### config.mk
export PLATFORM = sky130hd
export DESIGN_NAME = channel_sampler_multi
export DESIGN_NICKNAME = d
export VERILOG_FILES = /design/src/rtl/channel_sampler_multi.sv
export SDC_FILE = /design/constraint.sdc
export NUM_CORES = 1
export LEC_CHECK = 0
export ABC_AREA = 1
export CAP_MARGIN = 15
export CORE_ASPECT_RATIO = 0.75
export CORE_MARGIN = 2
export CORE_UTILIZATION = 35
export DETAILED_ROUTE_END_ITERATION = 6
export DONT_BUFFER_PORTS = 1
export GPL_ROUTABILITY_DRIVEN = 0
export MAX_ROUTING_LAYER = met4
export PLACE_DENSITY = 0.47
export SETUP_SLACK_MARGIN = 0.2
export SLEW_MARGIN = 20
export SYNTH_ARGS = -nofsm -noshare
export SYNTH_HDL_FRONTEND = slang
export SYNTH_SLANG_ARGS = --single-unit
### constraint.sdc
create_clock -name clk -period 1.4 [get_ports clk]
set_clock_uncertainty 0.1 [all_clocks]
set_input_delay 0.07 -clock clk [delete_from_list [all_inputs] [get_ports clk]]
set_output_delay 0.07 -clock clk [all_outputs]
set_load 0.05 [all_outputs]
### src/rtl/channel_sampler_multi.sv
// Multi-channel probe sampler: synchronise, tick-sample, pack HIST samples/channel, edge pulses.
// Latency: SYNC_STAGES edges to ch_sync; ch_q/rise/fall/hist one cycle after tick; smpl_vld one cycle after completing tick.
// Backpressure: one-word output slot; a completed word arriving while the slot is unaccepted is dropped and sets ovr.
module channel_sampler_multi #(
    parameter int NUM_CH      = 2,
    parameter int HIST        = 4,
    parameter int SYNC_STAGES = 2,
    parameter int DIV_W       = 8
) (
    input  logic                   clk,
    input  logic                   rst,
    input  logic                   en,
    input  logic [DIV_W-1:0]       div,
    input  logic [NUM_CH-1:0]      ch_in,
    output logic [NUM_CH*HIST-1:0] smpl,
    output logic                   smpl_vld,
    input  logic                   smpl_rdy,
    output logic [NUM_CH-1:0]      ch_q,
    output logic [NUM_CH-1:0]      rise,
    output logic [NUM_CH-1:0]      fall,
    output logic                   ovr,
    input  logic                   ovr_clr
);

    localparam int WW = NUM_CH * HIST;
    localparam int PW = (HIST > 2) ? $clog2(HIST) : 1;
    localparam logic [PW-1:0] PCNT_LAST = PW'(HIST - 1);

    logic [NUM_CH-1:0] sync_q [SYNC_STAGES];
    logic [NUM_CH-1:0] ch_sync;
    logic [DIV_W-1:0]  cnt;
    logic [PW-1:0]     pcnt;
    logic [WW-1:0]     hist;
    logic [WW-1:0]     word;
    logic              prev_ok;
    logic              tick;
    logic              word_done;
    logic              slot_free;
    logic              accept;

    assign ch_sync   = sync_q[SYNC_STAGES-1];
    assign tick      = en & (cnt == div);
    assign word      = {ch_sync, hist[WW-1:NUM_CH]};
    assign word_done = tick & (pcnt == PCNT_LAST);
    assign accept    = smpl_vld & smpl_rdy;
    // The slot is free if empty or being drained this very cycle, so a
    // continuously ready consumer never sees an overrun.
    assign slot_free = ~smpl_vld | smpl_rdy;

    // Metastability synchroniser chain per channel, cleared on reset.
    always_ff @(posedge clk) begin
        if (rst) begin
            for (int i = 0; i < SYNC_STAGES; i++) begin
                sync_q[i] <= '0;
            end
        end else begin
            sync_q[0] <= ch_in;
            for (int i = 1; i < SYNC_STAGES; i++) begin
                sync_q[i] <= sync_q[i-1];
            end
        end
    end

    // Sample-period divider; a cnt above a freshly lowered div free-runs to wrap.
    always_ff @(posedge clk) begin
        if (rst || !en) begin
            cnt <= '0;
        end else if (tick) begin
            cnt <= '0;
        end else begin
            cnt <= cnt + DIV_W'(1);
        end
    end

    // Sample shift register, last value, edge pulses and slot position counter.
    always_ff @(posedge clk) begin
        if (rst) begin
            pcnt    <= '0;
            hist    <= '0;
            ch_q    <= '0;
            prev_ok <= 1'b0;
            rise    <= '0;
            fall    <= '0;
        end else if (!en) begin
            // Partial word is abandoned; hist/ch_q simply hold.
            pcnt    <= '0;
            prev_ok <= 1'b0;
            rise    <= '0;
            fall    <= '0;
        end else if (tick) begin
            hist    <= word;
            ch_q    <= ch_sync;
            prev_ok <= 1'b1;
            pcnt    <= (pcnt == PCNT_LAST) ? '0 : pcnt + PW'(1);
            if (prev_ok) begin
                rise <= ch_sync & ~ch_q;
                fall <= ~ch_sync & ch_q;
            end else begin
                rise <= '0;
                fall <= '0;
            end
        end else begin
            rise <= '0;
            fall <= '0;
        end
    end

    // Output word slot with valid/ready handshake; runs regardless of en.
    always_ff @(posedge clk) begin
        if (rst) begin
            smpl     <= '0;
            smpl_vld <= 1'b0;
        end else if (word_done && slot_free) begin
            smpl     <= word;
            smpl_vld <= 1'b1;
        end else if (accept) begin
            smpl_vld <= 1'b0;
        end
    end

    // Sticky overrun: a dropped word beats a simultaneous clear.
    always_ff @(posedge clk) begin
        if (rst) begin
            ovr <= 1'b0;
        end else if (word_done && !slot_free) begin
            ovr <= 1'b1;
        end else if (ovr_clr) begin
            ovr <= 1'b0;
        end
    end

endmodule
==> results.md <==
- Layout cells sized above 1: 46.2%
- Leak: around 0.0011 uW
- YS warnings: 0
- CP cell instances: inv_2, nand2_2, nand2_2, nor2_2, nand3_2, nor2_4, buf_6, buf_12, nand4_1, nand2_1, nor2_1
- CP delay by family, top: simple AND/OR/NAND/NOR gates
- Die W: 85.7 um
- CP max FO: 6
- Clock Sinks: 35
- Final Hold Viols: 2
- Crit Reg-Reg Startpoint: cnt[6]
- Vias in the first global route: between 1000 and 1500
- Worst Tran Pin Value: approximately 470 ps
- Final Max Slew Viols: 0
- Via/cell ratio: 4.31
- Final WL: between 3 and 4 mm
- Post-Synth XOR/XNOR Area: under 10%
- First-pass GRT wire length: ~6.2 mm
- CP Class: flip-flop to flip-flop
- Type of origin of the critical path: flip-flop
- Hold_ws: -141 ps
- Largest net degree at the start of global routing: 15
- Placed instance area: 0.00205 mm2
- Crit path top cell by count: nand2_2
- VDD IR max: roughly 0.47 mV
- Clk Latency, worst-skew pair: 290 ps
- Post-synthesis sequential area ratio: approximately two fifths
- Hold buffer count at CTS: 4
- Final nets: about 300
- Max cap viols: 0
- DIE HEIGHT: about 65 um
- Hold Crit Class: primary input to flip-flop
- CTS tree: done
- CTS buffer count: 5
- Yosys reg bits: 35
- 1st-iter DRT viols: between 60 and 70
- R2r setup slk: -150 ps
- Clock-pin transition on the worst setup and hold timing paths: roughly 80 ps
- Antenna Violating Nets Remaining: 0
- Worst Setup End Kind: flip-flop
- Post-Route Utilization: 52.1%
- Slowest cell on crit path: dfxtp_2
- Mux contribution to synthesized area: 0%
- Hold EP: ovr
- Worst EP required: approximately 1500 ps
- Run status: finished, violations left
- Die footprint: about 0.0056 mm2
- Slew margin rel.: 68.6%
- Net count after synthesis: 250
- Syn-to-layout area delta: 44.1%
- I/O Buffers: 0
- Final setup vio count: 24
- Grt total ovfl: 0
- Fin area: 0.00252 mm2
- Buf+Inv Stages, Crit Path: 3
- Failing checks: negative hold slack, negative setup slack
- Setup TNS: -2010 ps
- Achievable frequency: 0.647 GHz
- Num ports: 31
- First-pass detailed-route iteration total: 4
- # diodes: 0
- # rows: 22
- Post-synth cell types: 33
- Synth Area in Compound Gates: ~6.9%
- Final worst-path cycle share: 110%
- RSZ-0062 raised after global routing: true
- PD cells: between 700 and 800 mW/mm2
- Max clock buf depth: 2
- Critical Path Start: cnt[6]
- R2r endpoint: smpl[5]
- Vias: 1462
- Worst hold start: smpl_rdy
- Adder-cell area share of the yosys netlist: about 1.4%
- Crit-path max cell delay: about 360 ps
- Post-Synth Simple-Gate Area: approximately 34%
- Cells after synthesis: around 230
- Cell count along the critical path: 11
- H-tree depth reported by CTS: 2
- Syn avg cell area: 7.52 um2
- # DRC: 0
- CTS Root Cell: clkbuf_8
- R2R cell count: 11
- Mapped Area: 0.00175 mm2
- CP arrival: around 1600 ps
- Setup slack after layout: -145 ps
- Initial antenna violation count: 0
- Core Footprint: a little under 0.005 mm2
- WHS Path Cells: 3
- Starting Density: between 30% and 40%
- Placed wire-length estimate: 2.62 mm
- GRT Overall Usage: ~15%
- Post-route minimum period: 1550 ps
- Wire per inst: between 10 and 15 um
- Main combinational cell family by area after synthesis: simple AND/OR/NAND/NOR gates
==> worst register-to-register path, cell delays in order, from the launching register on <==
cell and delay [ps]:
dfxtp_2 360, inv_2 60, nand2_2 70, nand2_2 50, nor2_2 110, nand3_2 90
nor2_4 170, buf_6 120, buf_12 100, nand4_1 80, nand2_1 80, nor2_1 50
==> through the flow <==
stage | setup slack, ps | total power, uW | cells
final | -145 | 1910 | 339
after global routing | -224 | 2010 | 339
after CTS | -63.8 | 1940 | 333
after detailed placement | -68.3 | 1140 | 316
after global placement | -72.6 | 1140 | 316
after floorplan | 46.2 | 1110 | 233
==> kinds of logic (layout without fill, tap and decap cells) <==
group | after synthesis | in the layout
compound gates | 19 | 19
flops | 35 | 35
simple gates | 111 | 111
buf+inv | 61 | 107
xor+xnor | 5 | 5
fa+ha+maj | 2 | 2
==> report_power, final <==
group | leakage, uW | internal (uW) | switching [uW]
sequential | 0.000288 | 997 | 6.28
combinational | 0.000777 | 58.8 | 79.8
clock | 0.0000482 | 397 | 374
==> area by class of cell <==
type	instances	area, um2
fill	469	2320
multi-input combinational	137	967
sequential	35	721
timing repair buffer	45	463
inverter	54	206
clock buffer	7	86.3
tap	60	75.1
clock inverter	1	5.00
==> cell usage after synthesis (all sizes together) <==
cell	count	area (um2)
dfxtp	35	701
nor3b	3	37.5
ha	2	25.0
o31ai	1	7.51
nor4	2	18.8
and2	1	8.76
buf	7	61.3
nand4	9	71.3
a21oi	10	72.6
xnor2	3	26.3
nor3	4	30.0
nor2	35	164
clkinv	2	7.51
inv	52	195
nand2	52	220
xor2	2	17.5
o21ai	8	40.0
nand3	5	47.6
==> timing repair <==
action	4_1_cts	5_1_grt
pin swaps	7	19
gates resized for setup	17	41
setup endpoints to repair	31	31
buffers inserted	3	5
gates cloned	2	1
endpoints found under the hold margin	9	2
==> state kept, by name, summed over array words and instances (netlist names) <==
register / cells
prev_ok: 1
hist: 4
fall: 2
pcnt: 2
smpl_vld: 1
smpl: 8
rise: 2
sync_q: 4
ch_q: 2
cnt: 8
ovr: 1
==> placed cells by master, fill, tap and decap left out, types with 7 or more instances in the layout <==
master and n:
nand4_1 8, inv_1 43, nor2_2 7, a21oi_2 7
nand2_2 12, buf_4 28, dfxtp_1 27, nand2_1 33
buf_6 8, inv_2 8, nor2_1 22
==> routing by layer <==
| layer | vias up | global-route usage, % | routed length, um |
|---|---|---|---|
| li1 | 788 | - | - |
| met1 | 642 | 21.6 | 2130 |
| met2 | 27 | 19.9 | 1530 |
| met3 | 5 | 4.27 | 181 |
| met4 | 0 | 5.95 | 50 |
| met5 | - | - | 0 |
==> how the worst max path moves through the flow <==
stage          endpoint  slack, ps
6_report        smpl[5]       -150
5_1_grt         smpl[1]       -220
4_1_cts         ch_q[1]        -60
3_5_place_dp    smpl[5]        -70
3_3_place_gp    fall[0]        -70
2_1_floorplan   smpl[4]         50
(Power assumes the default switching activity.)
